**src/rtl/mult_pkg.sv**
```systemverilog
// rtl/mult_pkg.sv - shared state type and default parameters for the batch sequencer
package mult_pkg;

  typedef enum logic [1:0] {
    IDLE,
    FEED,
    DRAIN,
    RESULT
  } batch_state_t;

  localparam int LOGDEPTH_DEF = 6;
  localparam int WIDTH_DEF    = 32;
  localparam int TIMEOUT_DEF  = 256;

endpackage

```
**src/rtl/beat_watchdog.sv**
```systemverilog
// rtl/beat_watchdog.sv - idle-cycle counter that flags TIMEOUT consecutive enabled cycles
module beat_watchdog #(
  parameter int TIMEOUT = 256
) (
  input  logic clk,
  input  logic rst,
  input  logic clear,
  input  logic enable,
  output logic expired
);

  localparam int CW = $clog2(TIMEOUT + 1);
  localparam logic [CW-1:0] LIMIT = CW'(TIMEOUT - 1);

  logic [CW-1:0] cnt_q, cnt_d;

  always_comb begin
    cnt_d = cnt_q;
    if (clear) begin
      cnt_d = '0;
    end else if (enable && (cnt_q != LIMIT)) begin
      cnt_d = cnt_q + CW'(1);
    end
  end

  always_ff @(posedge clk) begin
    if (rst) begin
      cnt_q <= '0;
    end else begin
      cnt_q <= cnt_d;
    end
  end

  // The cycle that would be the TIMEOUT-th without a beat is the one that fires.
  assign expired = enable && !clear && (cnt_q == LIMIT);

endmodule

```
**src/rtl/mult_batch_ctrl.sv**
```systemverilog
// rtl/mult_batch_ctrl.sv - feeds one batch of operand pairs to the multiplier and sums the read-back
module mult_batch_ctrl
  import mult_pkg::*;
#(
  parameter int LOGDEPTH = LOGDEPTH_DEF,
  parameter int WIDTH    = WIDTH_DEF,
  parameter int TIMEOUT  = TIMEOUT_DEF
) (
  input  logic                      clk,
  input  logic                      rst,
  input  logic                      cmd_start,
  output logic                      busy,
  input  logic                      op_valid,
  output logic                      op_ready,
  input  logic [15:0]               op_a,
  input  logic [15:0]               op_b,
  output logic                      EN_mult,
  output logic [15:0]               mult_input0,
  output logic [15:0]               mult_input1,
  input  logic                      RDY_mult,
  output logic                      EN_blockRead,
  input  logic                      VALID_memVal,
  input  logic [WIDTH-1:0]          memVal_data,
  output logic                      result_valid,
  input  logic                      result_ready,
  output logic [WIDTH+LOGDEPTH-1:0] result_data,
  output logic [LOGDEPTH:0]         result_count,
  output logic                      err_timeout
);

  localparam int CW = LOGDEPTH + 1;
  localparam int AW = WIDTH + LOGDEPTH;
  localparam logic [CW-1:0] DEPTH_C = CW'(2 ** LOGDEPTH);
  localparam logic [CW-1:0] LAST_C  = DEPTH_C - CW'(1);

  batch_state_t  state_q, state_d;
  logic [CW-1:0] issued_q, issued_d;
  logic [CW-1:0] beats_q, beats_d;
  logic [AW-1:0] acc_q, acc_d;
  logic          err_q, err_d;
  logic          blkrd_q, blkrd_d;
  logic          accept, beat, wd_expired;

  assign accept      = op_valid && op_ready;
  assign beat        = (state_q == DRAIN) && VALID_memVal && (beats_q < DEPTH_C);
  assign EN_mult     = accept;
  assign mult_input0 = op_a;
  assign mult_input1 = op_b;

  beat_watchdog #(.TIMEOUT(TIMEOUT)) u_watchdog (
    .clk     (clk),
    .rst     (rst),
    .clear   ((state_q != DRAIN) || beat),
    .enable  (state_q == DRAIN),
    .expired (wd_expired)
  );

  always_ff @(posedge clk) begin
    if (rst) begin
      state_q  <= IDLE;
      issued_q <= '0;
      beats_q  <= '0;
      acc_q    <= '0;
      err_q    <= 1'b0;
      blkrd_q  <= 1'b0;
    end else begin
      state_q  <= state_d;
      issued_q <= issued_d;
      beats_q  <= beats_d;
      acc_q    <= acc_d;
      err_q    <= err_d;
      blkrd_q  <= blkrd_d;
    end
  end

  always_comb begin
    state_d  = state_q;
    issued_d = issued_q;
    beats_d  = beats_q;
    acc_d    = acc_q;
    err_d    = err_q;
    blkrd_d  = blkrd_q;
    case (state_q)
      IDLE: begin
        if (cmd_start) begin
          state_d  = FEED;
          issued_d = '0;
          beats_d  = '0;
          acc_d    = '0;
          err_d    = 1'b0;
        end
      end
      FEED: begin
        if (accept) begin
          issued_d = issued_q + CW'(1);
          if (issued_q == LAST_C) begin
            state_d = DRAIN;
            blkrd_d = 1'b1;
          end
        end
      end
      DRAIN: begin
        // A beat in the expiry cycle wins: it proves the source is still alive.
        if (beat) begin
          acc_d   = acc_q + AW'(memVal_data);
          beats_d = beats_q + CW'(1);
          blkrd_d = 1'b0;
          if (beats_q == LAST_C) begin
            state_d = RESULT;
          end
        end else if (wd_expired) begin
          state_d = RESULT;
          err_d   = 1'b1;
          blkrd_d = 1'b0;
        end
      end
      RESULT: begin
        if (result_ready) begin
          state_d = IDLE;
        end
      end
      default: state_d = IDLE;
    endcase
  end

  always_comb begin
    busy         = (state_q != IDLE);
    op_ready     = (state_q == FEED) && RDY_mult && (issued_q < DEPTH_C);
    result_valid = (state_q == RESULT);
    EN_blockRead = blkrd_q;
    result_data  = acc_q;
    result_count = beats_q;
    err_timeout  = err_q;
  end

endmodule

```
**config.mk**
```make
export PLATFORM = sky130hd
export DESIGN_NAME = mult_batch_ctrl
export DESIGN_NICKNAME = d
export VERILOG_FILES = /design/src/rtl/mult_pkg.sv /design/src/rtl/beat_watchdog.sv /design/src/rtl/mult_batch_ctrl.sv
export SDC_FILE = /design/constraint.sdc
export NUM_CORES = 1
export LEC_CHECK = 0
export CELL_PAD_IN_SITES_DETAIL_PLACEMENT = 0
export CELL_PAD_IN_SITES_GLOBAL_PLACEMENT = 1
export CORE_MARGIN = 3
export CORE_UTILIZATION = 30
export DETAILED_ROUTE_END_ITERATION = 16
export PLACE_DENSITY = 0.88
export SETUP_SLACK_MARGIN = 0.2
export SYNTH_ARGS = -nofsm -noshare
export SYNTH_HDL_FRONTEND = slang
export SYNTH_SLANG_ARGS = --single-unit
```
**constraint.sdc**
```tcl
create_clock -name clk -period 2.9 [get_ports clk]
set_clock_uncertainty 0.1 [all_clocks]
set_input_delay 0.58 -clock clk [delete_from_list [all_inputs] [get_ports clk]]
set_output_delay 0.58 -clock clk [all_outputs]
set_load 0.005 [all_outputs]
```
# Word level (Yosys, flattened, before mapping)

Index checks and enable logic that the tools add are counted.

Add/subtract/negate cells: 4
$mul: 0
Div/mod/pow operators: 0
$lt $le $gt $ge: 2
Equal/unequal tests: 17
Shift-type cells: 0
Muxes and demuxes: 25
Bitwise gates (word level): 0
Reduce and logical (&&, ||, !) cells: 21

Operators with widths:

| kind                  | count |
|---|---|
| $mux W38              | 2 |
| $pmux W38 S2          | 1 |
| $add A38 B32 Y38      | 1 |
| $pmux W7 S2           | 2 |
| $mux W7               | 3 |
| $add A7 B1 Y7 const B | 2 |
| $eq A7 B6 Y1 const B  | 2 |
| $lt A7 B7 Y1 const B  | 2 |
| $mux W2               | 7 |
| $ne A2 B2 Y1 const B  | 7 |
| $add A9 B1 Y9 const B | 1 |
| $eq A9 B8 Y1 const B  | 1 |
| $ne A9 B8 Y1 const B  | 1 |
| $logic_and A1 B1 Y1   | 8 |
| $pmux W2 S4           | 1 |
| $reduce_and A4 Y1     | 2 |
| $reduce_bool A2 Y1    | 4 |
| $mux W1               | 7 |
| $ne A3 B3 Y1 const B  | 2 |
| $reduce_and A3 Y1     | 2 |
| $reduce_and A6 Y1     | 1 |
| $eq A2 B2 Y1 const B  | 2 |
| $pmux W1 S2           | 2 |
| $eq A2 B1 Y1 const B  | 1 |
| other kinds (5)       | 5 |

Register bits after elaboration: 65
Bits in latches: 0
RAM bits: 0
Memory bits (read-only): 0
Input bits: 71
Output and inout bits: 83
Logic and storage cells: 76
Memories kept: 0

# Longest topological paths before layout

Gate-level depths: netlist (run 1).

Depth in word-level cells: 10
Depth in mapped cells: 11

# Hierarchy

From an unflattened synthesis (run 1), not the netlist that was laid out.

Cells, all modules: 579
Area, all modules: 4,752.1 µm²

Modules (own cells, without submodules):

| module          | instances | cells each | area an instance (µm²) |
|---|---|---|---|
| mult_batch_ctrl | 1         | 530        | 4,327.9 |
| beat_watchdog   | 1         | 49         | 424.2 |

# Worst setup path after synthesis (run 1)

OpenSTA, ideal clock, no wires.

Path kind: input -> register
Start: in memVal_data[0]
End: reg acc_q[32] (netlist: result_data[32])
Library setup time: 116 ps
Arrival time: 2,738 ps
Slack: -54 ps
Stages on the path: 11
Path buffers: 0
Cells stage by stage: ha_1 > inv_1 > fa_1 > nand2b_1 > a2111oi_2 > o311ai_1 > nand4_1 > o211ai_1 > o31ai_2 > a21oi_1 > a31o_2

Word-level cells in the longest chain between the ends: 3

RTL lines:

| element                | line                   | RTL |
|---|---|---|
| start: declaration     | mult_batch_ctrl.sv:23  | `input logic [WIDTH-1:0] memVal_data,` |
| $add A38 B32 Y38       | mult_batch_ctrl.sv:105 | `acc_d = acc_q + AW'(memVal_data);` |
| $mux W38               | mult_batch_ctrl.sv:104 | `if (beat) begin` |
| $pmux W38 S2           | mult_batch_ctrl.sv:83  | `case (state_q)` |
| end signal: assignment | mult_batch_ctrl.sv:63  | `acc_q <= '0;` |
| end signal: assignment | mult_batch_ctrl.sv:70  | `acc_q <= acc_d;` |
| end: declaration       | mult_batch_ctrl.sv:39  | `logic [AW-1:0] acc_q, acc_d;` |

Every way passes these cells. The select of a mux whose other input is x is not followed.
A chain may end at the register's enable or synchronous reset.

# Final worst setup path (run 1)

Start: reg acc_q[0] (netlist: result_data[0])
End: reg acc_q[34] (netlist: result_data[34])

Word-level cells in the longest chain between the ends: 3

RTL lines:

| element          | line |
|---|---|
| $add A38 B32 Y38 | mult_batch_ctrl.sv:105 |
| $mux W38         | mult_batch_ctrl.sv:104 |
| $pmux W38 S2     | mult_batch_ctrl.sv:83 |

Every way passes these cells. The select of a mux whose other input is x is not followed.

==> impl_metrics.csv, run 1 <==
group,metric,value,unit
status,outcome,"finished, final reports clean",
detailed_routing,drc_errors,0,
hold_path,min_path_type,"reg2reg",
pwr,irDropWorstVdd,0.3631,mV
clock_tree,cts_root_buffer,"clkbuf_16",
layout,fillers,1472,
floorplan,die_area,17210,um^2
floorplan,pin_count,154,
critical_path,cp_max_fo,3,
synth,yosys.area_share.simple,20.57,%
global_route,track_usage,16.18,%
critical_path,path_delay_family,"compound AO/OA/AOI/OAI gates",
placed_design,portBuffers,89,
floorplan,initial_utilization,30.82,%
sta,fin_setup_tns,0,ns
synth,synth_compound_area_share,24.08,%
synth,syn_nets,707,
critical_path,startpoint_type,"register",
layout,final_cell_mix,"buf_4, clkdlybuf4s50_1, dfxtp_1, nor2_1, nand2_1",
synth,synth_adder_area_share,11.07,%
floorplan,coreArea,15260,um^2
synth,synth_area_per_cell,7.903,um^2
critical_path,required,3.05,ns
detailed_routing,ant_nets,0,
sta,post-route-period-util,92.47,%
placed_design,dp.cells,932,
layout,drive_gt1_share,25.86,%
sta,tightest_slew,0.5273,ns
sta,fmax,372.9,MHz
run,maxCapViolCount,0,
sta,finalHoldViolCount,0,
sta,finalMaxSlewViolations,0,
sta,layout_min_cycle_time,2.682,ns
synth,synth_cell_types,60,
synth,synthCells,595,
floorplan,rows,45,
synth,synth_seq_cells,65,
pwr,power.leakage,2.985,nW
synth,ys_warn_count,0,
critical_path,cp-end-kind,"register",
placed_design,place.gp.congestion,0.8339,
floorplan,fp.dieW,131.2,um
layout,final_common_cell,"buf_4",
layout,syn_to_final_growth,50.40,%
sta,rsz0062_at_grt,"true",
layout,fin_cells,965,
clock_tree,clk_pin_slew_worst_paths,0.06,ns
clock_tree,postCtsHoldBufs,0,
sta,slew-limit-headroom,64.72,%
critical_path,crit_buf_inv,2,
layout,antennaDiodeCount,0,
detailed_routing,vias_per_cell,4.932,
sta,finalSetupViolCount,0,
detailed_routing,wirelength_met1,6569,um
layout,finalNetCount,861,
synth,synth_edf_count,0,
clock_tree,clock_latency,0.35,ns
clock_tree,h-tree-depth,3,
synth,async_reset_ff_share,0,%
pwr,p_per_area,504.1,nW/um^2
clock_tree,cts_tree,"built",
pwr,finalPower,3.565,mW
detailed_routing,drt_pre_antenna_iters,4,
detailed_routing,drt_iter0_markers,218,
clock_tree,cts_inserted_buffers,9,
synth,yosys_most_used_dff,"dfxtp_1",
clock_tree,ctsLongestPathBuffers,2,
global_route,antenna_found_initial,0,
synth,yosysSeqAreaShare,27.67,%
critical_path,cp_slowest_stage_delay,0.43,ns
synth,muxShareOfSynthArea,1.490,%
synth,netlist_area,4702,um^2
placed_design,dpl_cell_area,6334,um^2
detailed_routing,wl,14000,um
global_route,grt_pass1_wl,23210,um
placed_design,dp_hpwl,10430,um
detailed_routing,vias,4759,
layout,finalInstanceArea,7072,um^2
critical_path,crit_chain,"ha_4 -> inv_2 -> fa_2 -> nand2b_4 -> a2111oi_4 -> o311ai_4 -> nand4_1 -> o211ai_1 -> o31ai_2 -> buf_4 -> a21o_1 -> nand2_1",
detailed_routing,wl_met2,6344,um
floorplan,die_y,131.2,um
critical_path,critPathArrivalTime,2.83,ns
global_route,grt_max_degree,32,
global_route,overflow,0,
global_route,grt_pass1_vias,4784,
detailed_routing,wl_per_cell,14.51,um
detailed_routing,maxUsedRoutingLayer,"met4",
critical_path,critPathKind,"reg2reg",
synth,synth_xor_area_share,6.706,%
synth,synth_top_family_by_area,"compound AO/OA/AOI/OAI gates",
detailed_routing,met3WireLength,776,um
clock_tree,clock-sinks,65,
critical_path,cpMaxStageDelayCell,"a2111oi_4",
-- tightest hold or removal path, cell delays in order, from the launching register on --
cell     delay [ns]
dfxtp_1        0.32
nand2_1        0.06
o21ai_1        0.05
-- final cells by class --
class	count	area (um^2)	area share, %
inverter	17	63.81	0.9023
sequential	65	1315	18.60
clock inverter	6	90.09	1.274
clock buffer	10	239.0	3.379
tap	211	264.0	3.733
timing repair buffer	198	1708	24.15
multi-input combinational	458	3392	47.97
-- stage by stage --
stage / util [%] / hold WS, ns / worst slack (ns)
after detailed placement: 41.51 / 0.3630 / -0.6252
after CTS: 44.97 / 0.3757 / 0.1908
final: 46.35 / 0.3740 / 0.2184
after floorplan: - / 0.3367 / 0.06710
after global routing: 46.35 / 0.3963 / 0.06600
after global placement: 41.51 / 0.3535 / -0.5899
-- cells by family after synthesis --
kind of cell,after synthesis
simple gates,201
fa+ha+maj,41
mux,7
compound gates,173
buf+inv,72
flops,65
xor+xnor,36
-- synthesized netlist by cell type, types with 7 or more instances --
master	instances	area share, %
inv_1	17	1.4
nand4_1	21	2.8
o21ai_0	37	3.9
nand3_1	16	1.7
ha_1	40	11
a21o_1	24	3.8
xnor2_1	13	2.4
dfxtp_1	65	28
clkbuf_1	19	1.5
a31oi_1	9	1.2
or3_1	9	1.2
a21oi_1	46	4.9
nor3_1	8	0.85
nand2_1	55	4.4
xor2_1	23	4.3
nor2_1	55	4.4
buf_4	32	5.1
mux2i_1	7	1.5
o21ai_1	8	0.85
and3_1	8	1.1
-- sequential cells by signal, indices dropped and copies added (netlist names) --
name,flops
EN_blockRead,1
err_timeout,1
issued_q,7
result_count,7
result_data,38
state_q,2
u_watchdog.cnt_q,9
-- where the power goes --
group          internal, mW  switching, mW  total, mW
clock network         0.778          0.435       1.21
logic                 0.647          0.667       1.31
registers             0.966         0.0724       1.04
-- layer usage --
layer / global-route usage [%] / vias to the layer above
met2: 25.78 / 113
met4: 5.251 / 0
met5: 0 / -
li1: - / 2435
met3: 5.245 / 22
met1: 20.76 / 2189
-- path summary, 6_finish.rpt --
check	from	end	slack [ns]	cells past startpoint
setup / recovery	result_data[0]	result_data[34]	0.22	12
hold / removal	result_data[27]	result_data[27]	0.37	2
setup reg to reg	result_data[0]	result_data[34]	0.22	12
hold reg to reg	result_data[27]	result_data[27]	0.37	2
-- repair_timing --
item	in CTS	in global routing
setup buffers	7	10
pin swaps	32	35
endpoints found under the hold margin	0	0
gates cloned	0	0
endpoints found under the setup margin	22	19
resized for setup	47	47
(Power assumes the default switching activity.)
==> run 2, diff against run 1 <==
CORE_UTILIZATION = 31   (was 30)
CTS_BUF_LIST = sky130_fd_sc_hd__clkbuf_8   (was not set)
PLACE_DENSITY = 0.9   (was 0.88)
SETUP_SLACK_MARGIN = 0.05   (was 0.2)
==> run 2 against run 1 <==
Net effect: sequential power about the same; combinational power decreased by 5%; worst hold slack got worse by 0.010 ns; non-clock buffer count decreased by 12; clock power decreased by 33%; first-iteration DRC count increased by 34%; critical endpoint is now result_data[31]; highest routed layer unchanged; final cell count decreased by 4.0%; sequential share of layout area increased by 0.76 points; utilization decreased by 0.43 points; critical path depth decreased by 2; die area decreased by 3.1%.
==> impl_metrics.csv, run 2 (same netlist as run 1, synthesis figures left out) <==
group,metric,value,unit
sta,post-route-period-util,96.72,%
placed_design,place.gp.congestion,0.9072,
sta,fin_setup_tns,0,ns
sta,fin_ws,0.09520,ns
sta,rsz0062_at_grt,"true",
detailed_routing,vias,4727,
detailed_routing,vias_per_cell,5.105,
floorplan,die_area,16680,um^2
sta,finalHoldViolCount,0,
pwr,irDropWorstVdd,0.2001,mV
clock_tree,cts_inserted_buffers,9,
floorplan,die_y,129.2,um
global_route,grt_pass1_wl,22070,um
detailed_routing,ant_nets,0,
clock_tree,cts_tree,"built",
sta,finalMaxSlewViolations,0,
layout,syn_to_final_growth,43.53,%
critical_path,critPathArrivalTime,2.96,ns
detailed_routing,maxUsedRoutingLayer,"met4",
status,outcome,"finished, final reports clean",
placed_design,dp_hpwl,10210,um
global_route,antenna_found_initial,0,
critical_path,cpMaxStageDelayCell,"a2111o_1",
clock_tree,cts_root_buffer,"clkbuf_8",
critical_path,startpoint,"memVal_data[1]",
layout,fin_cells,926,
layout,finalNetCount,849,
clock_tree,h-tree-depth,3,
layout,fillers,1432,
global_route,track_usage,16.19,%
detailed_routing,wl,13480,um
critical_path,cp-end-kind,"register",
clock_tree,clock_latency,0.36,ns
critical_path,required,3.06,ns
detailed_routing,met3WireLength,621,um
clock_tree,clk_pin_slew_worst_paths,0.08,ns
clock_tree,clock-sinks,65,
global_route,overflow,0,
floorplan,coreArea,14700,um^2
layout,final_cell_mix,"buf_4, clkdlybuf4s50_1, dfxtp_1, nor2_1, nand2_1",
pwr,p_per_area,458.5,nW/um^2
placed_design,portBuffers,89,
clock_tree,postCtsHoldBufs,0,
hold_path,min_path_type,"reg2reg",
critical_path,crit_top_cell,"a21o_1",
sta,slew-limit-headroom,65.62,%
sta,finalSetupViolCount,0,
critical_path,crit_chain,"dlygate4sd2_1 -> ha_1 -> a21o_1 -> a22oi_2 -> o211ai_1 -> a21o_1 -> a2111o_1 -> a21oi_4 -> mux2i_1 -> nand2_1",
critical_path,startpoint_type,"input port",
detailed_routing,wl_per_cell,14.56,um
layout,final_common_cell,"buf_4",
layout,drive_gt1_share,22.64,%
detailed_routing,wirelength_met1,6362,um
floorplan,rows,44,
pwr,finalPower,3.095,mW
detailed_routing,wl_met2,6240,um
critical_path,cp_max_fo,5,
pwr,power.leakage,2.871,nW
floorplan,pin_count,154,
detailed_routing,drt_iter0_markers,293,
placed_design,post-place-ws,-0.6208,ns
detailed_routing,drt_pre_antenna_iters,4,
clock_tree,ctsLongestPathBuffers,2,
sta,tightest_slew,0.5138,ns
run,maxCapViolCount,0,
global_route,grt_max_degree,27,
critical_path,critPathKind,"in2reg",
sta,layout_min_cycle_time,2.805,ns
layout,antennaDiodeCount,0,
detailed_routing,drc_errors,0,
hold_path,hold_start,"result_data[23]",
placed_design,dpl_cell_area,6210,um^2
floorplan,initial_utilization,31.99,%
critical_path,r2r-start,"result_data[0]",
floorplan,fp.dieW,129.2,um
placed_design,dp.cells,903,
sta,whs,0.3639,ns
layout,finalInstanceArea,6749,um^2
global_route,grt_pass1_vias,4536,
sta,fmax,356.5,MHz
critical_path,cp_slowest_stage_delay,0.52,ns
layout,final_util,45.91,%
layout,largest_register_ffs,38,
==> run 2: cell count changes in the layout (fill, tap and decap cells not counted), moves of 5 or more <==
| cell | delta |
|---|---|
| buf_4 | -12 |
| clkbuf_16 | -9 |
| clkbuf_8 | +9 |
| clkdlybuf4s50_1 | +6 |
| dfxtp_1 | +5 |
| ha_1 | +7 |
| ha_4 | -9 |
==> run 2: critical path: cells and delay by family <==
kind / cells / cell delay [ns]
compound gates: 6 / 1.58
fa+ha+maj: 1 / 0.29
buf+inv: 1 / 0.25
mux: 1 / 0.19
simple gates: 1 / 0.06
==> run 2: repair_timing <==
item	CTS	global route
cloned	0	0
setup endpoints to repair	20	20
pin swaps	21	30
buffers inserted	3	4
gates resized for setup	26	42
endpoints found under the hold margin	0	0
==> run 2: final timing paths <==
kind                                        end  slack (ns)  cells past startpoint
worst min register to register  result_data[23]        0.36                      2
worst max register to register  result_data[32]        0.18                     12
worst min-delay path            result_data[23]        0.36                      2
worst max-delay path            result_data[31]         0.1                     10
==> run 2: layout make-up <==
cell class | count | area (um^2) | share of cell area, %
tap | 184 | 230.2 | 3.411
clock buffer | 10 | 137.6 | 2.039
multi-input combinational | 458 | 3316 | 49.13
inverter | 17 | 63.81 | 0.9455
clock inverter | 6 | 67.56 | 1.001
sequential | 65 | 1306 | 19.35
timing repair buffer | 186 | 1628 | 24.12
==> run 2: layer usage <==
metal,track usage [%],up-vias
met5,0,-
met4,4.756,0
met3,3.256,19
met2,25.98,110
met1,22.04,2189
li1,-,2409
==> run 2: report_power, final <==
group	switching, mW	internal, mW	leakage [nW]
clock	0.390	0.421	0.0985
sequential	0.0679	0.964	0.526
combinational	0.647	0.604	2.25
==> run 3, diff against run 2 <==
HOLD_SLACK_MARGIN = 0.08   (was not set)
==> results of run 3 <==
Same layout as run 2: the final DEF is identical, and so are final timing and power.
